==> src/rtl/present_arbiter.sv <==
// Two-requester round-robin front end for a single PRESENT-80 block cipher core.
// Handles grant, operand capture, core start, result/timeout collection and per-requester done.
`timescale 1ns/1ps

module present_arbiter #(
    parameter int unsigned TIMEOUT = 255
) (
    input  logic        CK,
    input  logic        RN,
    input  logic        req0,
    input  logic        req1,
    input  logic [63:0] ptext0,
    input  logic [63:0] ptext1,
    input  logic [79:0] key0,
    input  logic [79:0] key1,
    output logic        ack0,
    output logic        ack1,
    output logic        done0,
    output logic        done1,
    output logic [63:0] ctext,
    output logic        err,
    output logic        core_start,
    output logic [63:0] core_ptext,
    output logic [79:0] core_key,
    input  logic        core_ready,
    input  logic [63:0] core_ctext
);

    localparam logic [4:0] S_IDLE  = 5'b00001;
    localparam logic [4:0] S_ISSUE = 5'b00010;
    localparam logic [4:0] S_SKIP  = 5'b00100;
    localparam logic [4:0] S_WAIT  = 5'b01000;
    localparam logic [4:0] S_DONE  = 5'b10000;

    // The WAIT cycle in which the counter holds this value is the last one allowed.
    localparam logic [7:0] CNT_LAST = 8'(TIMEOUT - 1);

    logic [4:0]  r_state;
    logic [4:0]  w_state_nxt;
    logic        r_ptr;
    logic        r_gid;
    logic [7:0]  r_cnt;
    logic [63:0] r_ctext;
    logic        r_err;
    logic [63:0] r_core_ptext;
    logic [79:0] r_core_key;

    logic        w_grant;
    logic        w_win;
    logic        w_tmo;

    always_comb begin
        w_grant = (r_state == S_IDLE) && core_ready && (req0 || req1);
        // Pointer names the last winner, so on contention the other side goes next.
        if (req0 && req1) begin
            w_win = ~r_ptr;
        end else begin
            w_win = req1;
        end
        w_tmo = !core_ready && (r_cnt == CNT_LAST);
    end

    always_comb begin
        w_state_nxt = r_state;
        case (r_state)
            S_IDLE:  if (w_grant) w_state_nxt = S_ISSUE;
            S_ISSUE: w_state_nxt = S_SKIP;
            S_SKIP:  w_state_nxt = S_WAIT;
            S_WAIT:  if (core_ready || w_tmo) w_state_nxt = S_DONE;
            S_DONE:  w_state_nxt = S_IDLE;
            default: w_state_nxt = S_IDLE;
        endcase
    end

    always_ff @(posedge CK) begin
        if (RN) begin
            r_state      <= S_IDLE;
            r_ptr        <= 1'b1;
            r_gid        <= 1'b0;
            r_cnt        <= 8'd0;
            r_ctext      <= 64'd0;
            r_err        <= 1'b0;
            r_core_ptext <= 64'd0;
            r_core_key   <= 80'd0;
        end else begin
            r_state <= w_state_nxt;
            case (r_state)
                S_IDLE: begin
                    if (w_grant) begin
                        r_gid        <= w_win;
                        r_core_ptext <= w_win ? ptext1 : ptext0;
                        r_core_key   <= w_win ? key1 : key0;
                    end
                end
                S_SKIP: begin
                    r_cnt <= 8'd0;
                end
                S_WAIT: begin
                    r_cnt <= r_cnt + 8'd1;
                    if (core_ready) begin
                        r_ctext <= core_ctext;
                        r_err   <= 1'b0;
                    end else if (w_tmo) begin
                        r_ctext <= 64'd0;
                        r_err   <= 1'b1;
                    end
                end
                S_DONE: begin
                    r_ptr   <= r_gid;
                    r_ctext <= 64'd0;
                    r_err   <= 1'b0;
                end
                default: begin
                end
            endcase
        end
    end

    // Handshake pulses decode straight from the registered state and grant id.
    assign ack0       = (r_state == S_ISSUE) && !r_gid;
    assign ack1       = (r_state == S_ISSUE) &&  r_gid;
    assign done0      = (r_state == S_DONE)  && !r_gid;
    assign done1      = (r_state == S_DONE)  &&  r_gid;
    assign core_start = (r_state == S_ISSUE);
    assign ctext      = r_ctext;
    assign err        = r_err;
    assign core_ptext = r_core_ptext;
    assign core_key   = r_core_key;

`ifndef SYNTHESIS
    a_onehot: assert property (@(posedge CK) disable iff (RN) $onehot(r_state));
    a_ack_excl: assert property (@(posedge CK) !(ack0 && ack1));
    a_done_excl: assert property (@(posedge CK) !(done0 && done1));
`endif

endmodule

==> config.mk <==
export PLATFORM = sky130hd
export DESIGN_NAME = present_arbiter
export DESIGN_NICKNAME = d
export VERILOG_FILES = /design/src/rtl/present_arbiter.sv
export SDC_FILE = /design/constraint.sdc
export NUM_CORES = 1
export LEC_CHECK = 0
export BUFFER_PORTS_ARGS = -buffer_cell sky130_fd_sc_hd__buf_2
export CELL_PAD_IN_SITES_DETAIL_PLACEMENT = 0
export CELL_PAD_IN_SITES_GLOBAL_PLACEMENT = 1
export CORE_AREA = 2 2 223 225
export CTS_CLUSTER_DIAMETER = 60
export DETAILED_ROUTE_END_ITERATION = 8
export DIE_AREA = 0 0 225 227
export GPL_ROUTABILITY_DRIVEN = 0
export GPL_TIMING_DRIVEN = 0
export PLACE_DENSITY_LB_ADDON = 0.3
export SLEW_MARGIN = 20
export SYNTH_ARGS = -nofsm -noshare
export SYNTH_HDL_FRONTEND = slang
export SYNTH_SLANG_ARGS = --single-unit
==> constraint.sdc <==
create_clock -name CK -period 2.2 [get_ports CK]
set_input_delay 0.55 -clock CK [delete_from_list [all_inputs] [get_ports CK]]
set_output_delay 0.55 -clock CK [all_outputs]
set_load 0.05 [all_outputs]
==> results of run 1 <==
-- metal layers --
layer / wire length, um / vias up
met1: 15900 / 4178
met5: 46 / -
met3: 3150 / 49
li1: - / 4501
met2: 19600 / 373
met4: 732 / 8
-- sequential cells by signal, summed over array words and instances (netlist names) --
signal      count
r_ptr           1
err             1
r_cnt           8
ctext          64
r_state         5
r_gid           1
core_key       80
core_ptext     64
-- placed cells by master (no fill, tap or decap), types with 5 or more instances in the layout --
master | synthesis | routed
sky130_fd_sc_hd__clkbuf_4 | 0 | 11
sky130_fd_sc_hd__nand3_1 | 12 | 10
sky130_fd_sc_hd__o21ai_0 | 7 | 7
sky130_fd_sc_hd__dfxtp_1 | 224 | 220
sky130_fd_sc_hd__a211oi_1 | 144 | 143
sky130_fd_sc_hd__nand2_1 | 5 | 5
sky130_fd_sc_hd__buf_2 | 38 | 582
sky130_fd_sc_hd__mux2i_1 | 147 | 147
sky130_fd_sc_hd__clkbuf_1 | 31 | 24
sky130_fd_sc_hd__clkbuf_8 | 0 | 11
sky130_fd_sc_hd__buf_4 | 13 | 26
sky130_fd_sc_hd__nor2_1 | 156 | 150
sky130_fd_sc_hd__clkbuf_16 | 0 | 31
sky130_fd_sc_hd__a22o_1 | 64 | 64
sky130_fd_sc_hd__buf_6 | 0 | 6
sky130_fd_sc_hd__a21oi_1 | 9 | 8
-- worst reg2reg max path, stage by stage, from the launching register on --
cell	delay, ps
sky130_fd_sc_hd__dfxtp_4	370
sky130_fd_sc_hd__or3_4	400
sky130_fd_sc_hd__nor4_4	390
sky130_fd_sc_hd__buf_6	210
sky130_fd_sc_hd__buf_12	130
sky130_fd_sc_hd__buf_2	210
sky130_fd_sc_hd__nor2_1	60
sky130_fd_sc_hd__a211oi_1	200
-- what timing repair did --
item / 4_1_cts / 5_1_grt
setup endpoints to repair: 206 / 177
gates resized for setup: 47 / 28
buffers inserted: 5 / 3
pin swaps: 4 / 8
gates cloned: 0 / 0
-- cells by family (layout without fill, tap and decap cells) --
| logic type | Yosys count | in the layout | synth area share (%) |
|---|---|---|---|
| multiplexers | 147 | 147 | 16.3 |
| buffers and inverters | 87 | 715 | 4.68 |
| adder cells (fa/ha/maj) | 2 | 2 | 0.277 |
| flip-flops | 224 | 224 | 49.6 |
| AND/OR/NAND/NOR | 200 | 200 | 9.43 |
| other | 0 | 1 | 0 |
| AO/OA/AOI/OAI | 232 | 232 | 19.7 |
-- worst max-delay path by stage --
stage	endpoint	cells after the start	startpoint	slack, ps
after floorplan	ack0	4	r_state[2]$_SDFFE_PP0P_	260
after global placement	core_key[12]$_SDFFE_PP0P_	6	req0	-830
after detailed placement	core_ptext[8]$_SDFFE_PP0P_	6	req0	-580
after CTS	ack1	5	r_state[2]$_SDFFE_PP0P_	-20
after global routing	done0	4	r_state[1]$_SDFFE_PP0P_	-60
final	done0	4	r_state[1]$_SDFFE_PP0P_	40
-- per-stage QoR --
stage	TNS (ps)	instance area, um2	power, mW
6_report	0	14100	12.6
5_1_grt	-120	14100	13.2
3_3_place_gp	-59440	12700	7.37
3_5_place_dp	-59850	12700	7.39
4_1_cts	-52.6	14000	12.8
2_1_floorplan	0	9040	6.36
-- final cells by class --
cell class | instances | area, um2
Fill cell | 5176 | 34500
Buffer | 80 | 484
Clock buffer | 42 | 927
Antenna cell | 1 | 2.50
Inverter | 5 | 18.8
Multi-Input combinational cell | 581 | 4230
Tap cell | 622 | 778
Clock inverter | 11 | 170
Sequential cell | 224 | 4500
Timing Repair Buffer | 577 | 2960
-- power groups by stage --
stage	clock (mW)	combinational (mW)	sequential, mW
floorplan	0	0.816	5.55
global placement	0	2.80	4.57
detailed placement	0	2.80	4.58
CTS	5.46	2.84	4.50
global route	5.63	3.01	4.53
finish	5.30	2.81	4.50
==> impl_table.tex, run 1 <==
\begin{tabular}{lr}
\hline
Metric & Value \\
\hline
\multicolumn{2}{l}{\textbf{Timing}} \\
Post-layout min period & 2160 ps \\
Hold Fails Final Rpt & 0 \\
Total count of max-transition violations in the final report & 0 \\
FMAX & 464 MHz \\
Final count of negative-setup-slack endpoints & 0 \\
Slew of the pin with the lowest slew margin & 812 ps \\
Final worst path period share & 98.0\% \\
Setup repair after global routing missed its margin & yes \\
Least setup slack across all paths after layout & 44.0 ps \\
Skew final & 12.6 ps \\
Relative slew margins & 45.9\% \\
Tightest hold margin & 206 ps \\
\multicolumn{2}{l}{\textbf{Pwr}} \\
Power Internal & 8.59 mW \\
Combinational cell fraction of total power & 22.3\% \\
Leak Pwr & 6.56 nW \\
Switch Pwr & 4.02 mW \\
IR Drop Worst-Case VDD & 553 uV \\
Portion of total power attributed to sequential cells & 35.7\% \\
Switching Fraction & 31.9\% \\
Power share of the clock group & 42.0\% \\
Power density cells & 897 nW/um2 \\
\multicolumn{2}{l}{\textbf{Drt}} \\
Post-route ant nets & 0 \\
Starting DRT DRC Count & 221 \\
Vias & 9109 \\
Via-to-Cell Ratio & 4.25 \\
DRC violation count after routing & 0 \\
Routed WL per cell & 18.4 um \\
Length of the first detailed-routing pass in iterations & 4 \\
Total Routed Length & 39400 um \\
\multicolumn{2}{l}{\textbf{Floorplan}} \\
Area enclosed by the die boundary & 51100 um2 \\
Die boundary width & 225 um \\
I/O pin count & 571 \\
Standard-cell row count & 81 \\
Core Footprint & 48500 um2 \\
Initial core utilization & 18.6\% \\
Die height & 227 um \\
\multicolumn{2}{l}{\textbf{Synth}} \\
Most used DFF post-synth & sky130\_fd\_sc\_hd\_\_dfxtp\_1 \\
Net count after synthesis & 1251 \\
Synthesized area per cell & 10.1 um2 \\
Area leader, netlist & sky130\_fd\_sc\_hd\_\_dfxtp\_1 \\
Total number of yosys warnings & 0 \\
Proportion of netlist area held by the largest area contributor & 49.6\% \\
Synthesized instance count & 892 \\
Register bit count reported by yosys & 224 \\
Async S/R FF share, synth & 0\% \\
Most repeated cell in the gate-level netlist after synthesis & sky130\_fd\_sc\_hd\_\_dfxtp\_1 \\
Main area contributors after synthesis & sky130\_fd\_sc\_hd\_\_dfxtp\_1 50\%, sky130\_fd\_sc\_hd\_\_mux2i\_1 16\%, sky130\_fd\_sc\_hd\_\_a211oi\_1 12\%, sky130\_fd\_sc\_hd\_\_nor2\_1 6.5\%, sky130\_fd\_sc\_hd\_\_a22o\_1 6.2\% \\
Top post-synthesis cells by count & 224 x sky130\_fd\_sc\_hd\_\_dfxtp\_1, 156 x sky130\_fd\_sc\_hd\_\_nor2\_1, 147 x sky130\_fd\_sc\_hd\_\_mux2i\_1, 144 x sky130\_fd\_sc\_hd\_\_a211oi\_1, 64 x sky130\_fd\_sc\_hd\_\_a22o\_1 \\
Proportion of synthesized chip area in sequential cells & 49.6\% \\
Count of flip-flops with a built-in enable after synthesis & 0 \\
Number of unique standard cell types used by synthesis & 39 \\
Area of the mapped netlist & 9040 um2 \\
\multicolumn{2}{l}{\textbf{Critical path}} \\
Data arrival time of the critical path & 1610 ps \\
Buffering stage count on the worst path with inverters included & 1 \\
Data required time at the worst endpoint & 1650 ps \\
Worst reg2reg startpoint & r\_state[1]\$\_SDFFE\_PP0P\_ \\
Capture point of the worst reg-to-reg path & core\_key[42]\$\_SDFFE\_PP0P\_ \\
CP Capture Type & primary output \\
Reg2Reg Setup Slack & 150 ps \\
Highest cell delay on the worst timing path & 370 ps \\
Family with the most delay on the worst path & simple AND/OR/NAND/NOR gates \\
Type of element launching the critical path & register \\
R2R depth & 7 \\
Worst Setup Path Type & reg2out \\
Worst-path cell with the longest stage delay & sky130\_fd\_sc\_hd\_\_dfxtp\_4 \\
Maximum fanout along the worst path & 4 \\
Chain of cells forming the critical path & nor3\_4 -> nand3\_2 -> nor2\_2 -> buf\_6 \\
\multicolumn{2}{l}{\textbf{Final layout}} \\
Proportion of layout cells with a drive suffix above 1 & 46.6\% \\
Signed area change from the synthesized netlist to the final layout & 55.6\% \\
Total Nets Final & 1858 \\
Number of non-filler instances in the completed layout & 2143 \\
Final design utilization & 29.0\% \\
\multicolumn{2}{l}{\textbf{Global routing}} \\
Global-route wire length before repair & 55500 um \\
Total Routing Usage GR & 14.4\% \\
Total congestion overflow & 0 \\
Vias in the first global route & 8978 \\
Met1 layer usage reported by global route & 16.6\% \\
Met3 capacity usage during global routing & 4.25\% \\
Initial antenna violation count & 6 \\
GR Layer Usage met2 & 26.2\% \\
Maximum number of pins on one net before global-route repair & 15 \\
GR peak layer & met2 \\
\multicolumn{2}{l}{\textbf{Status}} \\
Outcome & finished, final reports clean \\
\multicolumn{2}{l}{\textbf{Clock tree}} \\
CTS tree & done \\
Clock Latency Late Sink & 570 ps \\
Number of buffers inserted by hold repair at cts & 0 \\
Number of H-tree branching levels & 1 \\
CTS Buffer Depth & 3 \\
Clock slew at the register clock pins of the worst setup and hold paths & 60 ps \\
Total clock sinks & 224 \\
Root Buffer & sky130\_fd\_sc\_hd\_\_clkbuf\_16 \\
Total clock buffers created by CTS & 30 \\
\multicolumn{2}{l}{\textbf{Placement}} \\
Total placed cells including tap cells & 2083 \\
Detail Placement HPWL & 31300 um \\
Setup WS pre-CTS & -581 ps \\
Number of buffer cells added on primary ports & 569 \\
\multicolumn{2}{l}{\textbf{Flow run}} \\
Max-cap check violation count & 0 \\
\multicolumn{2}{l}{\textbf{Worst hold path}} \\
HP Start & core\_ctext[31] \\
Path class of the lowest-slack min-delay path & in2reg \\
Depth of the worst hold-timing path & 2 \\
Hold EP & ctext[31]\$\_SDFFE\_PP0P\_ \\
\hline
\end{tabular}
(Power assumes the default switching activity.)
==> run 2, diff against run 1 <==
REMOVE_ABC_BUFFERS = 1   (was unset)
==> impl_table.tex, run 2 (synthesis results as in run 1) <==
\begin{tabular}{lr}
\hline
Metric & Value \\
\hline
\multicolumn{2}{l}{\textbf{Final layout}} \\
Proportion of layout cells with a drive suffix above 1 & 46.9\% \\
Fin area & 14500 um2 \\
Total Nets Final & 1828 \\
Number of non-filler instances in the completed layout & 2115 \\
Most common library cell in the layout ignoring fill and taps & sky130\_fd\_sc\_hd\_\_buf\_2 \\
Signed area change from the synthesized netlist to the final layout & 60.0\% \\
Flip-flop count of the largest register, all copies and words added & 80 \\
Count of fill cells added during filler insertion & 5141 \\
Most frequent cells in the layout & 564 x sky130\_fd\_sc\_hd\_\_buf\_2, 220 x sky130\_fd\_sc\_hd\_\_dfxtp\_1, 152 x sky130\_fd\_sc\_hd\_\_nor2\_1 \\
\multicolumn{2}{l}{\textbf{Critical path}} \\
Chain of cells forming the critical path & nor3\_4 -> nand3\_2 -> nor2\_2 -> buf\_6 \\
Type of element launching the critical path & register \\
Worst Setup Path Type & reg2out \\
Data required time at the worst endpoint & 1650 ps \\
Maximum fanout along the worst path & 5 \\
Family with the most delay on the worst path & simple AND/OR/NAND/NOR gates \\
Data arrival time of the critical path & 1590 ps \\
Worst-path cell with the longest stage delay & sky130\_fd\_sc\_hd\_\_dfxtp\_4 \\
CP Capture Type & primary output \\
Buffering stage count on the worst path with inverters included & 1 \\
Highest cell delay on the worst timing path & 370 ps \\
\multicolumn{2}{l}{\textbf{Pwr}} \\
Power density cells & 858 nW/um2 \\
IR Drop Worst-Case VDD & 538 uV \\
Leak Pwr & 6.68 nW \\
\multicolumn{2}{l}{\textbf{Global routing}} \\
Vias in the first global route & 8488 \\
Initial antenna violation count & 9 \\
Maximum number of pins on one net before global-route repair & 89 \\
Total congestion overflow & 0 \\
Total Routing Usage GR & 13.1\% \\
Global-route wire length before repair & 51200 um \\
\multicolumn{2}{l}{\textbf{Clock tree}} \\
Root Buffer & sky130\_fd\_sc\_hd\_\_clkbuf\_16 \\
Total clock buffers created by CTS & 28 \\
Clock slew at the register clock pins of the worst setup and hold paths & 60 ps \\
Number of H-tree branching levels & 1 \\
CTS tree & done \\
CTS Buffer Depth & 3 \\
Total clock sinks & 224 \\
Clock Latency Late Sink & 550 ps \\
\multicolumn{2}{l}{\textbf{Timing}} \\
FMAX & 467 MHz \\
Final worst path period share & 97.4\% \\
Hold Fails Final Rpt & 0 \\
Relative slew margins & 56.2\% \\
Final count of negative-setup-slack endpoints & 0 \\
Setup repair after global routing missed its margin & yes \\
Post-layout min period & 2140 ps \\
Slew of the pin with the lowest slew margin & 657 ps \\
Total count of max-transition violations in the final report & 0 \\
Skew final & 9.00 ps \\
\multicolumn{2}{l}{\textbf{Drt}} \\
Total Routed Length & 36300 um \\
Vias & 8979 \\
Routed WL per cell & 17.1 um \\
Via-to-Cell Ratio & 4.25 \\
Length of the first detailed-routing pass in iterations & 4 \\
Post-route ant nets & 0 \\
Starting DRT DRC Count & 215 \\
DRC violation count after routing & 0 \\
\multicolumn{2}{l}{\textbf{Floorplan}} \\
Standard-cell row count & 81 \\
Die boundary width & 225 um \\
Die height & 227 um \\
I/O pin count & 571 \\
Area enclosed by the die boundary & 51100 um2 \\
Initial core utilization & 18.6\% \\
Core Footprint & 48500 um2 \\
\multicolumn{2}{l}{\textbf{Worst hold path}} \\
Path class of the lowest-slack min-delay path & in2reg \\
\multicolumn{2}{l}{\textbf{Placement}} \\
Number of buffer cells added on primary ports & 570 \\
Total placed cells including tap cells & 2037 \\
Detail Placement HPWL & 26400 um \\
Area post-placement & 12900 um2 \\
\multicolumn{2}{l}{\textbf{Status}} \\
Outcome & finished, final reports clean \\
\multicolumn{2}{l}{\textbf{Flow run}} \\
Max-cap check violation count & 0 \\
\hline
\end{tabular}
-- run 2: cell types whose count changed in the layout (fill, tap and decap cells not counted), moves of 5 or more --
cell | before | now
sky130_fd_sc_hd__clkbuf_1 | 24 | 5
sky130_fd_sc_hd__bufbuf_16 | 0 | 5
sky130_fd_sc_hd__clkbuf_4 | 11 | 0
sky130_fd_sc_hd__buf_16 | 0 | 18
sky130_fd_sc_hd__clkbuf_8 | 11 | 4
sky130_fd_sc_hd__buf_2 | 582 | 564
-- run 2: layout make-up --
cell class	count	area, um2	share of cell area [%]
flip-flops and latches	224	4500	31.1
multi-input cells	583	4250	29.4
repair buffers	627	3900	27.0
clock buffers	38	800	5.53
well taps	622	778	5.38
clock inverters	14	213	1.47
inverters	5	18.8	0.130
diodes	2	5.00	0.0346
-- run 2: power by group --
group	internal (mW)	total, mW	leakage [nW]	switching (mW)
clock network	3.13	4.98	0.495	1.84
logic	1.03	2.95	4.35	1.92
registers	4.34	4.49	1.84	0.143
total	8.51	12.4	6.68	3.90
-- run 2: metrics by stage --
step	setup TNS [ps]	power [mW]	util, %	setup WS [ps]	hold slack [ps]
5_1_grt	-14.4	13.0	29.8	-14.4	190
3_5_place_dp	-105250	7.34	26.6	-1300	451
4_1_cts	0	12.6	29.7	7.22	172
6_report	0	12.4	29.8	57.1	217
2_1_floorplan	-1682100	6.61	-	-10990	436
3_3_place_gp	-2765300	7.37	25.3	-16990	447
-- run 2: per-layer routing --
| layer | vias to the layer above | GRT usage, % | part of all wire, % |
|---|---|---|---|
| met3 | 58 | 3.72 | 8.2 |
| met5 | - | 0 | 0.16 |
| met4 | 8 | 3.85 | 2.2 |
| li1 | 4453 | - | - |
| met1 | 4093 | 15.1 | 40 |
| met2 | 367 | 23.3 | 49 |
-- run 2: path summary, 6_finish.rpt --
| kind | startpoint | to | slack, ps | cells after the start |
|---|---|---|---|---|
| min reg2reg | ctext[35]$_SDFFE_PP0P_ | ctext[35]$_SDFFE_PP0P_ | 470 | 1 |
| max | r_state[1]$_SDFFE_PP0P_ | done0 | 60 | 4 |
| min | core_ctext[50] | ctext[50]$_SDFFE_PP0P_ | 220 | 2 |
| max reg2reg | r_ptr$_SDFFE_PP1P_ | core_ptext[2]$_SDFFE_PP0P_ | 80 | 8 |
-- run 2: what timing repair did --
| item | in CTS | in global routing |
|---|---|---|
| cloned | 9 | 1 |
| pin swaps | 7 | 7 |
| resized for setup | 45 | 10 |
| buffers inserted | 22 | 3 |
| hold buffers | 0 | 0 |
| endpoints found under the setup margin | 198 | 91 |
==> run 3, diff against run 2 <==
PLACE_DENSITY_LB_ADDON = 0.1   (was 0.3)
==> impl_table.tex, run 3 (synthesis results as in run 1) <==
\begin{tabular}{lr}
\hline
Metric & Value \\
\hline
\multicolumn{2}{l}{\textbf{Status}} \\
Outcome & finished, final reports clean \\
\multicolumn{2}{l}{\textbf{Drt}} \\
Starting DRT DRC Count & 284 \\
DRC violation count after routing & 0 \\
Length of the first detailed-routing pass in iterations & 4 \\
Post-route ant nets & 0 \\
Vias & 8926 \\
Via-to-Cell Ratio & 4.18 \\
Routed WL per cell & 18.6 um \\
Total Routed Length & 39600 um \\
\multicolumn{2}{l}{\textbf{Global routing}} \\
Vias in the first global route & 8966 \\
Initial antenna violation count & 5 \\
Met3 capacity usage during global routing & 5.70\% \\
Total congestion overflow & 0 \\
Global-route wire length before repair & 56000 um \\
Met1 layer usage reported by global route & 16.1\% \\
Maximum number of pins on one net before global-route repair & 98 \\
GR peak layer & met2 \\
GR Layer Usage met2 & 26.2\% \\
Total Routing Usage GR & 14.7\% \\
\multicolumn{2}{l}{\textbf{Floorplan}} \\
Initial core utilization & 18.6\% \\
I/O pin count & 571 \\
Die boundary width & 225 um \\
Core Footprint & 48500 um2 \\
Area enclosed by the die boundary & 51100 um2 \\
Standard-cell row count & 81 \\
Die height & 227 um \\
\multicolumn{2}{l}{\textbf{Timing}} \\
FMAX & 467 MHz \\
Slew of the pin with the lowest slew margin & 575 ps \\
Skew final & 10.3 ps \\
Least setup slack across all paths after layout & 58.8 ps \\
Summed negative setup slack over all endpoints & 0 ps \\
Post-layout min period & 2140 ps \\
Relative slew margins & 61.3\% \\
Total count of max-transition violations in the final report & 0 \\
Final worst path period share & 97.3\% \\
Final count of negative-setup-slack endpoints & 0 \\
Hold Fails Final Rpt & 0 \\
Setup repair after global routing missed its margin & yes \\
\multicolumn{2}{l}{\textbf{Final layout}} \\
Final design utilization & 30.3\% \\
Number of non-filler instances in the completed layout & 2133 \\
Proportion of layout cells with a drive suffix above 1 & 47.9\% \\
Footprint of the multi-input gates & 4280 um2 \\
Count of fill cells added during filler insertion & 5176 \\
Area taken by flip-flops and latches & 4500 um2 \\
Signed area change from the synthesized netlist to the final layout & 62.5\% \\
Total Nets Final & 1844 \\
Most common library cell in the layout ignoring fill and taps & sky130\_fd\_sc\_hd\_\_buf\_2 \\
Most frequent cells in the layout & 566 x sky130\_fd\_sc\_hd\_\_buf\_2, 219 x sky130\_fd\_sc\_hd\_\_dfxtp\_1, 150 x sky130\_fd\_sc\_hd\_\_nor2\_1 \\
Fin area & 14700 um2 \\
Flip-flop count of the largest register, all copies and words added & 80 \\
\multicolumn{2}{l}{\textbf{Pwr}} \\
Power density cells & 880 nW/um2 \\
IR Drop Worst-Case VDD & 458 uV \\
Portion of total power attributed to sequential cells & 34.7\% \\
Power Internal & 8.79 mW \\
Switching Fraction & 32.0\% \\
Leak Pwr & 6.78 nW \\
Combinational cell fraction of total power & 23.5\% \\
Power share of the clock group & 41.8\% \\
Switch Pwr & 4.14 mW \\
\multicolumn{2}{l}{\textbf{Critical path}} \\
Highest cell delay on the worst timing path & 410 ps \\
Data required time at the worst endpoint & 2640 ps \\
Maximum fanout along the worst path & 12 \\
Worst Setup Path Type & reg2reg \\
Family with the most delay on the worst path & buffers and inverters \\
Worst reg2reg startpoint & r\_state[1]\$\_SDFFE\_PP0P\_ \\
R2R depth & 9 \\
Worst-path cell with the longest stage delay & sky130\_fd\_sc\_hd\_\_or3\_4 \\
CP Capture Type & register \\
Data arrival time of the critical path & 2580 ps \\
Reg2Reg Setup Slack & 60 ps \\
Buffering stage count on the worst path with inverters included & 5 \\
Type of element launching the critical path & register \\
Capture point of the worst reg-to-reg path & core\_key[72]\$\_SDFFE\_PP0P\_ \\
Chain of cells forming the critical path & or3\_4 -> nor4\_4 -> buf\_4 -> buf\_12 -> buf\_12 -> buf\_4 -> bufbuf\_16 -> nor2\_1 -> a211oi\_1 \\
\multicolumn{2}{l}{\textbf{Placement}} \\
Detail Placement HPWL & 30300 um \\
Number of buffer cells added on primary ports & 570 \\
Setup WS pre-CTS & -1160 ps \\
Total placed cells including tap cells & 2039 \\
Area post-placement & 12900 um2 \\
\multicolumn{2}{l}{\textbf{Clock tree}} \\
Clock Latency Late Sink & 520 ps \\
Clock slew at the register clock pins of the worst setup and hold paths & 60 ps \\
Total clock sinks & 224 \\
Number of H-tree branching levels & 2 \\
Root Buffer & sky130\_fd\_sc\_hd\_\_clkbuf\_16 \\
CTS Buffer Depth & 3 \\
CTS tree & done \\
Total clock buffers created by CTS & 34 \\
\multicolumn{2}{l}{\textbf{Worst hold path}} \\
HP Start & core\_ctext[14] \\
Depth of the worst hold-timing path & 2 \\
Path class of the lowest-slack min-delay path & in2reg \\
Hold EP & ctext[14]\$\_SDFFE\_PP0P\_ \\
\multicolumn{2}{l}{\textbf{Flow run}} \\
Max-cap check violation count & 0 \\
\hline
\end{tabular}
==> run 3: cell types whose count changed in the layout (fill, tap and decap cells not counted), sizes merged, moves of 2 or more <==
cell | previous run | this run
clkbuf | 39 | 53
buf | 621 | 633
clkinv | 7 | 3
bufinv | 5 | 2
bufbuf | 5 | 3
inv | 6 | 8
==> run 3: through the flow <==
stage                     total power, mW  hold WS [ps]
after floorplan                      6.61           436
after global placement               7.44           450
after detailed placement             7.40           450
after CTS                            13.2           193
after global routing                 13.6           215
final                                12.9           244
==> run 3: how the worst max path moves through the flow <==
stage | from | endpoint | slack, ps | cells after the start
2_1_floorplan | r_state[2]$_SDFFE_PP0P_ | r_gid$_SDFFE_PP0P_ | -10990 | 4
3_3_place_gp | core_ready | core_ptext[37]$_SDFFE_PP0P_ | -17240 | 4
3_5_place_dp | r_state[3]$_SDFFE_PP0P_ | core_ptext[25]$_SDFFE_PP0P_ | -1160 | 12
4_1_cts | r_state[1]$_SDFFE_PP0P_ | done1 | 0.9 | 4
5_1_grt | r_state[1]$_SDFFE_PP0P_ | core_key[28]$_SDFFE_PP0P_ | -50 | 10
6_report | r_state[1]$_SDFFE_PP0P_ | core_key[72]$_SDFFE_PP0P_ | 60 | 9
==> run 3: final cells by class <==
type / count / area share, %
Multi-Input combinational cell: 581 / 29.2
Antenna cell: 2 / 0.0341
Timing Repair Buffer: 639 / 27.2
Sequential cell: 224 / 30.6
Inverter: 5 / 0.128
Tap cell: 622 / 5.30
Clock inverter: 10 / 0.818
Clock buffer: 50 / 6.77
==> run 3: worst register-to-register path: cells and delay by family, from the launching register on <==
family / cells / cell delay, ps
simple gates: 3 / 710
compound gates: 1 / 180
flops: 1 / 370
buf+inv: 5 / 800
==> run 3: power by group through the flow <==
stage	Clock (mW)	Sequential, mW	Combinational [mW]
2_1_floorplan	0	5.56	1.05
3_3_place_gp	0	4.53	2.91
3_5_place_dp	0	4.57	2.83
4_1_cts	5.65	4.49	3.03
5_1_grt	5.79	4.53	3.24
6_report	5.40	4.49	3.04
==> run 3: what timing repair did <==
action	4_1_cts	5_1_grt
hold buffers	0	0
setup buffers	22	9
pin swaps	4	17
setup endpoints to repair	181	91
gates resized for setup	44	35
gates cloned	7	1
==> run 3: layer usage <==
metal	part of all wire [%]	wire, um
met1	38	15200
met2	50	19700
met3	9.3	3680
met4	2.3	926
met5	0.13	53
